$ cat config.mk
export PLATFORM = sky130hd
export DESIGN_NAME = garbage_arbiter
export DESIGN_NICKNAME = d
export VERILOG_FILES = /design/src/rtl/garbage_arbiter_pkg.sv /design/src/rtl/garbage_arbiter_channel.sv /design/src/rtl/garbage_arbiter.sv
export SDC_FILE = /design/constraint.sdc
export NUM_CORES = 1
export LEC_CHECK = 0
export CAP_MARGIN = 20
export CORE_MARGIN = 2
export CORE_UTILIZATION = 64
export DETAILED_ROUTE_END_ITERATION = 7
export GPL_TIMING_DRIVEN = 0
export PLACE_DENSITY = 0.89
export SYNTH_ARGS = -nofsm -noshare
export SYNTH_HDL_FRONTEND = slang
export SYNTH_HIERARCHICAL = 1
export SYNTH_SLANG_ARGS = --single-unit
$ cat constraint.sdc
create_clock -name clk -period 14.2 [get_ports clk]
set_clock_uncertainty 0.15 [all_clocks]
set_input_delay 4.26 -clock clk [delete_from_list [all_inputs] [get_ports clk]]
set_output_delay 4.26 -clock clk [all_outputs]
set_load 0.02 [all_outputs]
$ cat src/rtl/garbage_arbiter_pkg.sv
// Shared definitions for the versus-mode garbage arbiter.
// Provides counter/offer widths, the line-clear attack table, the channel
// state encoding and small helpers for the hole-column LFSR.
package garbage_arbiter_pkg;

  localparam int unsigned PEND_W = 5;
  localparam int unsigned ROWS_W = 3;
  localparam int unsigned HOLE_W = 4;

  localparam logic [ROWS_W-1:0] ATK_1 = 3'd0;
  localparam logic [ROWS_W-1:0] ATK_2 = 3'd1;
  localparam logic [ROWS_W-1:0] ATK_3 = 3'd2;
  localparam logic [ROWS_W-1:0] ATK_4 = 3'd4;

  typedef enum logic {
    CH_IDLE,
    CH_OFFER
  } ch_state_e;

  // Garbage rows sent for a given number of cleared lines.
  function automatic logic [ROWS_W-1:0] attack_rows(input logic [2:0] lines);
    logic [ROWS_W-1:0] a;
    case (lines)
      3'd1:    a = ATK_1;
      3'd2:    a = ATK_2;
      3'd3:    a = ATK_3;
      3'd4:    a = ATK_4;
      default: a = '0;
    endcase
    return a;
  endfunction

  // 8-bit Fibonacci LFSR, taps 8,6,5,4.
  function automatic logic [7:0] lfsr_step(input logic [7:0] s);
    return {s[6:0], s[7] ^ s[5] ^ s[4] ^ s[3]};
  endfunction

  function automatic logic [HOLE_W-1:0] hole_of(input logic [7:0] s);
    logic [7:0] m;
    m = s % 8'd10;
    return m[HOLE_W-1:0];
  endfunction

endpackage

$ cat src/rtl/garbage_arbiter_channel.sv
// One player's garbage channel: pending-row counter plus IDLE/OFFER FSM.
// Ports:
//   clk, rst        clock, synchronous active-low reset
//   i_step          apply this cycle's cancel/add/lock/ack
//   i_flush         game over: clear pending, drop any offer
//   i_lock, i_ack   piece-lock pulse, offer acknowledge
//   i_cancel        rows cancelled by this player's own clear
//   i_add           rows arriving from the opponent
//   i_hole          hole column to latch if an offer starts this cycle
//   o_valid/o_rows/o_hole  registered offer
//   o_pending       rows owed, including offered rows
//   o_offered       rows currently locked into an offer (0 when idle)
//   o_enter         an offer starts at this edge (drives LFSR stepping)
module garbage_channel
  import garbage_arbiter_pkg::*;
#(
  parameter int unsigned MAX_PENDING = 20,
  parameter int unsigned MAX_BURST   = 4
) (
  input  logic              clk,
  input  logic              rst,
  input  logic              i_step,
  input  logic              i_flush,
  input  logic              i_lock,
  input  logic              i_ack,
  input  logic [ROWS_W-1:0] i_cancel,
  input  logic [ROWS_W-1:0] i_add,
  input  logic [HOLE_W-1:0] i_hole,
  output logic              o_valid,
  output logic [ROWS_W-1:0] o_rows,
  output logic [HOLE_W-1:0] o_hole,
  output logic [PEND_W-1:0] o_pending,
  output logic [PEND_W-1:0] o_offered,
  output logic              o_enter
);

  localparam int unsigned NW = PEND_W + 1;
  localparam logic [NW-1:0]     LP_MAXP  = NW'(MAX_PENDING);
  localparam logic [PEND_W-1:0] LP_BURST = PEND_W'(MAX_BURST);

  ch_state_e         r_state;
  logic [PEND_W-1:0] r_pending;
  logic [ROWS_W-1:0] r_rows;
  logic [HOLE_W-1:0] r_hole;
  logic              r_valid;

  logic              w_ack_take;
  logic [ROWS_W-1:0] w_ack_rows;
  logic [NW-1:0]     w_net;
  logic [PEND_W-1:0] w_pend_next;
  logic [ROWS_W-1:0] w_burst;
  logic              w_enter;

  // Cancellation never reaches offered rows, so the subtractions cannot wrap;
  // the opponent's addition is applied last and the result saturated.
  always_comb begin
    w_ack_take  = (r_state == CH_OFFER) && i_ack;
    w_ack_rows  = w_ack_take ? r_rows : '0;
    w_net       = {1'b0, r_pending} - NW'(i_cancel) - NW'(w_ack_rows) + NW'(i_add);
    w_pend_next = (w_net > LP_MAXP) ? LP_MAXP[PEND_W-1:0] : w_net[PEND_W-1:0];
    w_burst     = (w_pend_next > LP_BURST) ? LP_BURST[ROWS_W-1:0] : w_pend_next[ROWS_W-1:0];
    w_enter     = i_step && (r_state == CH_IDLE) && i_lock && (w_pend_next != '0);
  end

  always_ff @(posedge clk) begin
    if (!rst) begin
      r_state   <= CH_IDLE;
      r_pending <= '0;
      r_rows    <= '0;
      r_hole    <= '0;
      r_valid   <= 1'b0;
    end else if (i_flush) begin
      r_state   <= CH_IDLE;
      r_pending <= '0;
      r_valid   <= 1'b0;
    end else if (i_step) begin
      r_pending <= w_pend_next;
      if (w_enter) begin
        r_state <= CH_OFFER;
        r_valid <= 1'b1;
        r_rows  <= w_burst;
        r_hole  <= i_hole;
      end else if (w_ack_take) begin
        r_state <= CH_IDLE;
        r_valid <= 1'b0;
      end
    end
  end

  assign o_valid   = r_valid;
  assign o_rows    = r_rows;
  assign o_hole    = r_hole;
  assign o_pending = r_pending;
  assign o_offered = (r_state == CH_OFFER) ? PEND_W'(r_rows) : '0;
  assign o_enter   = w_enter;

endmodule

$ cat src/rtl/garbage_arbiter.sv
// Versus-mode garbage arbiter: turns each player's line clears into attack
// rows, cancels them against the clearer's own pending garbage, queues the
// rest for the opponent and offers it at piece lock via valid/ack.
// Ports:
//   clk, rst                 clock, synchronous active-low reset
//   enable                   match running; 0 freezes everything
//   clear_valid_N/lines_N    line-clear pulse and count (1..4)
//   lock_N, garbage_ack_N    piece-lock pulse, offer acknowledge
//   fail_N                   player topped out
//   garbage_valid/rows/hole_N  offer to player N
//   pending_N                rows owed to player N
//   over                     latched game-over
module garbage_arbiter
  import garbage_arbiter_pkg::*;
#(
  parameter int unsigned MAX_PENDING = 20,
  parameter int unsigned MAX_BURST   = 4,
  parameter logic [7:0]  LFSR_SEED   = 8'hA5
) (
  input  logic              clk,
  input  logic              rst,
  input  logic              enable,
  input  logic              clear_valid_1,
  input  logic [2:0]        clear_lines_1,
  input  logic              lock_1,
  input  logic              garbage_ack_1,
  input  logic              fail_1,
  input  logic              clear_valid_2,
  input  logic [2:0]        clear_lines_2,
  input  logic              lock_2,
  input  logic              garbage_ack_2,
  input  logic              fail_2,
  output logic              garbage_valid_1,
  output logic [ROWS_W-1:0] garbage_rows_1,
  output logic [HOLE_W-1:0] garbage_hole_1,
  output logic [PEND_W-1:0] pending_1,
  output logic              garbage_valid_2,
  output logic [ROWS_W-1:0] garbage_rows_2,
  output logic [HOLE_W-1:0] garbage_hole_2,
  output logic [PEND_W-1:0] pending_2,
  output logic              over
);

  logic [7:0]        r_lfsr;
  logic              r_over;

  logic              w_run, w_step, w_flush;
  logic [ROWS_W-1:0] w_atk_1, w_atk_2;
  logic [PEND_W-1:0] w_offered_1, w_offered_2;
  logic [PEND_W-1:0] w_free_1, w_free_2;
  logic [ROWS_W-1:0] w_cancel_1, w_cancel_2;
  logic [ROWS_W-1:0] w_excess_1, w_excess_2;
  logic [7:0]        w_lfsr_n1;
  logic [HOLE_W-1:0] w_hole_1, w_hole_2;
  logic              w_enter_1, w_enter_2;

  // Cross-coupling: each clear first cancels the clearer's free (un-offered)
  // pending rows; the excess is sent to the opponent.
  always_comb begin
    w_run      = enable && !r_over;
    w_flush    = w_run && (fail_1 || fail_2);
    w_step     = w_run && !(fail_1 || fail_2);
    w_atk_1    = clear_valid_1 ? attack_rows(clear_lines_1) : '0;
    w_atk_2    = clear_valid_2 ? attack_rows(clear_lines_2) : '0;
    w_free_1   = pending_1 - w_offered_1;
    w_free_2   = pending_2 - w_offered_2;
    w_cancel_1 = (PEND_W'(w_atk_1) > w_free_1) ? w_free_1[ROWS_W-1:0] : w_atk_1;
    w_cancel_2 = (PEND_W'(w_atk_2) > w_free_2) ? w_free_2[ROWS_W-1:0] : w_atk_2;
    w_excess_1 = w_atk_1 - w_cancel_1;
    w_excess_2 = w_atk_2 - w_cancel_2;
    // Player 1 draws from the current LFSR value; player 2 from the next one
    // when both offers start together.
    w_lfsr_n1  = lfsr_step(r_lfsr);
    w_hole_1   = hole_of(r_lfsr);
    w_hole_2   = w_enter_1 ? hole_of(w_lfsr_n1) : hole_of(r_lfsr);
  end

  garbage_channel #(
    .MAX_PENDING (MAX_PENDING),
    .MAX_BURST   (MAX_BURST)
  ) u_ch_1 (
    .clk       (clk),
    .rst       (rst),
    .i_step    (w_step),
    .i_flush   (w_flush),
    .i_lock    (lock_1),
    .i_ack     (garbage_ack_1),
    .i_cancel  (w_cancel_1),
    .i_add     (w_excess_2),
    .i_hole    (w_hole_1),
    .o_valid   (garbage_valid_1),
    .o_rows    (garbage_rows_1),
    .o_hole    (garbage_hole_1),
    .o_pending (pending_1),
    .o_offered (w_offered_1),
    .o_enter   (w_enter_1)
  );

  garbage_channel #(
    .MAX_PENDING (MAX_PENDING),
    .MAX_BURST   (MAX_BURST)
  ) u_ch_2 (
    .clk       (clk),
    .rst       (rst),
    .i_step    (w_step),
    .i_flush   (w_flush),
    .i_lock    (lock_2),
    .i_ack     (garbage_ack_2),
    .i_cancel  (w_cancel_2),
    .i_add     (w_excess_1),
    .i_hole    (w_hole_2),
    .o_valid   (garbage_valid_2),
    .o_rows    (garbage_rows_2),
    .o_hole    (garbage_hole_2),
    .o_pending (pending_2),
    .o_offered (w_offered_2),
    .o_enter   (w_enter_2)
  );

  always_ff @(posedge clk) begin
    if (!rst) begin
      r_lfsr <= LFSR_SEED;
      r_over <= 1'b0;
    end else begin
      if (w_flush)
        r_over <= 1'b1;
      if (w_enter_1 && w_enter_2)
        r_lfsr <= lfsr_step(w_lfsr_n1);
      else if (w_enter_1 || w_enter_2)
        r_lfsr <= w_lfsr_n1;
    end
  end

  assign over = r_over;

endmodule

==> results of run 1 <==
==> cell usage after synthesis (3+ instances only) <==
cell type | n | area [um^2]
o21ai_1 | 3 | 15.01
and2_1 | 8 | 50.05
a21oi_1 | 21 | 105.1
a222oi_1 | 4 | 40.04
nor3_1 | 15 | 75.07
nand3_1 | 14 | 70.07
a31oi_1 | 5 | 31.28
or3_1 | 3 | 18.77
xnor2_1 | 18 | 157.7
mux2i_1 | 19 | 190.2
a211oi_1 | 7 | 52.55
xor2_1 | 10 | 87.58
buf_6 | 6 | 67.56
a21oi_2 | 4 | 35.03
clkbuf_1 | 6 | 22.52
and3b_1 | 5 | 43.79
o22ai_1 | 6 | 37.54
buf_2 | 5 | 25.02
and3_1 | 6 | 37.54
nand3b_1 | 5 | 37.54
dfxtp_1 | 35 | 700.7
ha_1 | 31 | 387.9
o2111ai_1 | 3 | 26.28
o21ai_0 | 17 | 85.08
a211o_1 | 3 | 26.28
a21o_1 | 14 | 105.1
o21a_1 | 10 | 75.07
a22o_1 | 4 | 35.03
buf_4 | 10 | 75.07
a21boi_0 | 3 | 22.52
nor2b_1 | 12 | 75.07
a22oi_1 | 4 | 30.03
nand2_1 | 34 | 127.6
fa_1 | 16 | 320.3
nor2_1 | 23 | 86.33
nand2b_1 | 9 | 56.30
nor3b_1 | 8 | 60.06
nand4_1 | 4 | 25.02
o31a_1 | 3 | 26.28
inv_1 | 56 | 210.2
==> area by class of cell <==
type                    instances  share of cell area, %
plain buffers                  29                  3.950
clock buffers                   6                  1.450
inverters                      57                  4.275
multi-input cells             408                  65.72
flip-flops and latches         35                  14.00
well taps                      80                  2.000
repair buffers                 43                  8.600
==> sequential cells by signal (all words and copies together), names as in the netlist <==
register,count
u_ch_1/o_rows,3
u_ch_2/o_pending,5
over,1
u_ch_1/o_valid,1
u_ch_2/o_hole,4
u_ch_1/o_hole,4
u_ch_1/o_pending,5
r_lfsr,8
u_ch_2/o_rows,3
u_ch_2/o_valid,1
==> per-layer routing <==
metal	global-route usage [%]	vias to the layer above
li1	-	1974
met1	42.73	1982
met2	49.76	169
met3	3.905	22
met4	7.670	0
met5	0	-
==> worst min-delay path, delay by kind of cell (launching register included) <==
family / cells / cell delay (ns)
DFF: 1 / 0.31
and+or+nand+nor: 1 / 0.05
muxes: 1 / 0.05
==> worst max-delay path by stage <==
| stage | from | end |
|---|---|---|
| after floorplan | clear_lines_2[0] | u_ch_2/o_hole[2] |
| after global placement | clear_lines_2[2] | u_ch_2/o_hole[2] |
| after detailed placement | clear_lines_2[2] | u_ch_2/o_hole[2] |
| after CTS | clear_lines_2[2] | u_ch_2/o_hole[2] |
| after global routing | clear_lines_2[2] | u_ch_2/o_hole[2] |
| final | clear_lines_2[2] | u_ch_2/o_hole[2] |
==> cells by family (layout without fill, tap and decap cells) <==
| family | after synthesis | after routing | share of synthesized area (%) |
|---|---|---|---|
| AO/OA/AOI/OAI | 134 | 134 | 23.38 |
| other | 2 | 4 | 0.1711 |
| flip-flops | 35 | 35 | 15.96 |
| multiplexers | 22 | 22 | 5.188 |
| adder cells (fa/ha/maj) | 47 | 47 | 16.13 |
| XOR/XNOR | 31 | 31 | 6.699 |
| buffers and inverters | 86 | 135 | 9.378 |
| AND/OR/NAND/NOR | 170 | 170 | 23.09 |
==> power by group <==
part / switching, mW / internal, mW / total, mW
Clock: 0.0332 / 0.0327 / 0.0659
Combinational: 0.0974 / 0.0735 / 0.171
Sequential: 0.00413 / 0.102 / 0.106
==> cell usage in the layout, fill, tap and decap left out, drive strengths merged, types with 5 or more instances in the layout <==
master and n:
a31oi 5, inv 56, a21o 14, nor2 25, o22ai 6, nor2b 13, nand2b 9, and3b 5
nand4 5, nor3 16, fa 16, clkbuf 12, o21ai 21, nand2 34, and2 9, mux2i 19
dfxtp 35, nand3 14, clkdlybuf4s50 43, nor3b 9, a211oi 10, ha 31, xnor2 20, a21oi 25
o21a 10, buf 23, nand3b 6, and3 6, xor2 11
==> per-stage QoR <==
step / hold WS, ns / std cells / power, mW / cell area (um^2)
after floorplan: 0.2869 / 529 / 0.2371 / 4397
after global placement: 0.2920 / 652 / 0.2693 / 4927
after detailed placement: 0.3085 / 652 / 0.2745 / 4932
after CTS: 0.3161 / 658 / 0.3399 / 5005
after global routing: 0.3339 / 658 / 0.3643 / 5005
final: 0.3113 / 658 / 0.3426 / 5005
==> impl_metrics.json, run 1 <==
{
  "status": "complete, no violations",
  "ys.flop_type": "dfxtp_1",
  "clockRootBuffer": "clkbuf_8",
  "clkLatencyLatePin_ns": 0.28,
  "synth-seq-cells": 35,
  "cts_tree": "done",
  "crit_required_ns": 14.22,
  "dieArea_um2": 7537,
  "cp_max_fo": 7,
  "min_from": "u_ch_1/o_hole[0]",
  "ant_nets": 0,
  "worstPathArrival_ns": 11.24,
  "dp_slack_ns": 2.857,
  "ys_types": 85,
  "fmax_ghz": 0.08909,
  "grt_pass1_vias": 4005,
  "fin_setup_tns_ns": 0,
  "cp_num_buf_inv": 5,
  "wl_per_cell_um": 16.48,
  "via_per_inst": 6.302,
  "rsz0062_at_grt": "false",
  "routed_wl_um": 10840,
  "async_flop_share_pct": 0,
  "pin_count": 44,
  "p_per_area_nw_per_um2": 68.45,
  "report.final.slew_viol_count": 0,
  "wl_met2_um": 5102,
  "seqCellArea_um2": 700.7,
  "die_w_um": 86.82,
  "cp_top_family": "adder cells",
  "place_congestion": 0.9613,
  "synth_area_per_cell_um2": 8.329,
  "period_needed_ns": 11.22,
  "fin_crit_sh_pct": 79.04,
  "hold_viol_final": 0,
  "hold_class": "flip-flop to flip-flop",
  "ys_warn_count": 6,
  "clockBufferDepth": 2,
  "cts_num_sinks": 35,
  "slew_headroom_pct": 37.99,
  "start_kind": "input pin",
  "track_usage_pct": 30.52,
  "cap_violations": 0,
  "synthToLayoutAreaGrowth_pct": 14.03,
  "io_buffers": 43,
  "grt_pass1_wl_um": 18750,
  "layout_setup_ws_ns": 2.976,
  "r2r_slack_ns": 6.43,
  "cp_slowest_cell": "fa_1",
  "synthCells": 527,
  "crit_path_end_kind": "flip-flop",
  "vdd_drop_max_mv": 0.05838,
  "path_class": "input pin to flip-flop",
  "fin_util_pct": 74.49,
  "dp_hpwl_um": 8537,
  "drt-initial-drc-count": 376,
  "hold_end": "u_ch_1/o_hole[0]",
  "diodes": 0,
  "grt_max_degree": 22,
  "die_y_um": 86.82,
  "coreArea_um2": 6719,
  "yosysSeqAreaShare_pct": 15.96,
  "multi_input_area_um2": 3289,
  "leakagePower_nw": 2.049,
  "tightest_slew_ns": 0.9251,
  "syn_area_um2": 4389,
  "r2r-end": "u_ch_2/o_hole[2]",
  "routed-wl-met3_um": 644,
  "drt_first_pass_iters": 7,
  "initial_core_util_pct": 65.33,
  "h-tree-depth": 2,
  "drc_errors": 0,
  "nFillCells": 492,
  "vias": 4147,
  "clk_transition_reported_paths_ns": 0.06,
  "row_count": 30,
  "synth_edf_count": 0,
  "antenna_found_initial": 0,
  "max_stage_delay_ns": 0.54,
  "r2r_cells": 30,
  "drive_gt1_share_pct": 10.90,
  "crit_cells": 29,
  "numCtsBuffers": 5,
  "grt_overflow": 0,
  "post-cts-setup-buffers": 0,
  "worstHoldPathCells": 2,
  "highest_layer": "met4",
  "wl_met1_um": 4910,
  "cts-hold-fix-buffers": 0,
  "num-nets-final": 643,
  "timing.rr.start": "u_ch_2/o_valid",
  "cts_resized": 0,
  "setup_viol": 0
}
Note: power is estimated with default switching activity, not from simulation.
==> run 2: changes to the inputs <==
--- a/config.mk
+++ b/config.mk
@@ -7,10 +7,10 @@
 export LEC_CHECK = 0
 export CAP_MARGIN = 20
 export CORE_MARGIN = 2
-export CORE_UTILIZATION = 64
+export CORE_UTILIZATION = 53
 export DETAILED_ROUTE_END_ITERATION = 7
 export GPL_TIMING_DRIVEN = 0
-export PLACE_DENSITY = 0.89
+export PLACE_DENSITY = 0.79
 export SYNTH_ARGS = -nofsm -noshare
 export SYNTH_HDL_FRONTEND = slang
 export SYNTH_HIERARCHICAL = 1
==> constraint.sdc (replaced) <==
create_clock -name clk -period 9.6 [get_ports clk]
set_clock_uncertainty 0.15 [all_clocks]
set_input_delay 2.88 -clock clk [delete_from_list [all_inputs] [get_ports clk]]
set_output_delay 2.88 -clock clk [all_outputs]
set_load 0.02 [all_outputs]
==> impl_metrics.json, run 2 (synthesis results as in run 1) <==
{
  "status": "complete, no violations",
  "crit_path_end_kind": "flip-flop",
  "cp_num_buf_inv": 5,
  "drt_first_pass_iters": 5,
  "fin_crit_sh_pct": 96.04,
  "cts_num_sinks": 35,
  "hold_viol_final": 0,
  "synthToLayoutAreaGrowth_pct": 17.13,
  "largest_reg_flops": 8,
  "cts_tree": "done",
  "power_switching_share_pct": 37.52,
  "grt_pass1_wl_um": 18070,
  "worstPathArrival_ns": 9.25,
  "place_area_um2": 4966,
  "clk_transition_reported_paths_ns": 0.07,
  "max_stage_delay_ns": 0.52,
  "antenna_found_initial": 0,
  "ant_nets": 0,
  "slew_headroom_pct": 42.57,
  "hold_class": "flip-flop to flip-flop",
  "tightest_slew_ns": 0.8549,
  "via_per_inst": 5.880,
  "report.final.slew_viol_count": 0,
  "cp_slowest_cell": "fa_1",
  "dp_hpwl_um": 8482,
  "routed_wl_um": 10870,
  "grt_overflow": 0,
  "grt_max_degree": 22,
  "clockRootBuffer": "clkbuf_8",
  "io_buffers": 43,
  "h-tree-depth": 2,
  "leakagePower_nw": 2.108,
  "top_register": "r_lfsr",
  "coreArea_um2": 8134,
  "drive_gt1_share_pct": 13.36,
  "p_int_mw": 0.3470,
  "path_class": "input pin to flip-flop",
  "drc_errors": 0,
  "die_y_um": 95,
  "comb_power_share_pct": 46.4,
  "stdcell_area_um2": 5141,
  "die_w_um": 95,
  "place_congestion": 0.9286,
  "dieArea_um2": 9025,
  "start_kind": "input pin",
  "power.total_mw": 0.5554,
  "layout.cells.most_common": "inv_1",
  "initial_core_util_pct": 53.96,
  "seqPwrFrac_pct": 28.1,
  "p_per_area_nw_per_um2": 108.0,
  "track_usage_pct": 25.02,
  "clockBufferDepth": 2,
  "num-nets-final": 647,
  "rsz0062_at_grt": "false",
  "cap_violations": 0,
  "clock_power_share_pct": 25.5,
  "pin_count": 44,
  "clkLatencyLatePin_ns": 0.29,
  "drt-initial-drc-count": 271,
  "wl_per_cell_um": 15.78,
  "numCtsBuffers": 5,
  "setup_viol": 0,
  "crit_required_ns": 9.63,
  "p_switching_mw": 0.2084,
  "cts-hold-fix-buffers": 0,
  "row_count": 33,
  "fmax_ghz": 0.1085,
  "diodes": 0,
  "cp_max_fo": 7,
  "grt_pass1_vias": 3823,
  "period_needed_ns": 9.220,
  "vias": 4051,
  "final_cell_mix": "inv_1 (55), clkdlybuf4s50_1 (43), dfxtp_1 (35)",
  "vdd_drop_max_mv": 0.06850,
  "cp_top_family": "adder cells"
}
[run 2: path summary, 6_finish.rpt]
path / from / to / slack, ns / depth (start not counted)
max reg2reg: u_ch_2/o_valid / u_ch_2/o_hole[2] / 2.42 / 30
max: clear_lines_2[1] / u_ch_2/o_hole[2] / 0.38 / 30
min: u_ch_1/o_hole[1] / u_ch_1/o_hole[1] / 0.31 / 2
min reg2reg: u_ch_1/o_hole[1] / u_ch_1/o_hole[1] / 0.31 / 2
[run 2: area by class of cell]
cell class	count	area, um^2
buffer	29	200.2
timing repair buffer	47	460.4
fill	708	2993
inverter	57	214.0
sequential	35	700.7
tap	105	131.4
multi-input combinational	408	3317
clock inverter	2	35.03
clock buffer	6	82.58
[run 2: layer usage]
metal | part of all wire [%] | vias up | wire length, um | global-route usage, %
met3 | 5.5 | 14 | 597 | 3.831
met2 | 46 | 140 | 5048 | 41.19
met4 | 1.4 | 0 | 155 | 6.884
met1 | 47 | 1922 | 5069 | 34.04
met5 | 0 | - | 0 | 0
li1 | - | 1975 | - | -
[run 2: power groups by stage]
stage	Clock (mW)	Combinational [mW]	Sequential (mW)
6_report	0.142	0.258	0.156
5_1_grt	0.150	0.282	0.157
4_1_cts	0.143	0.248	0.156
3_5_place_dp	0	0.245	0.159
3_3_place_gp	0	0.239	0.159
2_1_floorplan	0	0.189	0.161
[run 2: worst min-delay path, stage by stage (launching register included)]
cell and delay, ns:
dfxtp_1 0.31, nand2_1 0.05, mux2i_1 0.05
[run 2: what timing repair did]
item / in CTS / in global routing
setup endpoints to repair: 1 / 12
pin swaps: 0 / 2
resized for setup: 2 / 12
setup buffers: 0 / 3
[run 2: metrics by stage]
stage | util (%) | setup slack, ns | cells | TNS [ns] | hold slack (ns)
finish | 63.21 | 0.3797 | 689 | 0 | 0.3122
global route | 63.21 | 0.003500 | 689 | 0 | 0.3268
CTS | 62.58 | 0.05346 | 686 | 0 | 0.3148
detailed placement | 61.05 | -0.5420 | 678 | -2.193 | 0.3052
global placement | 60.96 | -0.2886 | 677 | -0.2974 | 0.2912
floorplan | - | 0.9297 | 529 | 0 | 0.2869
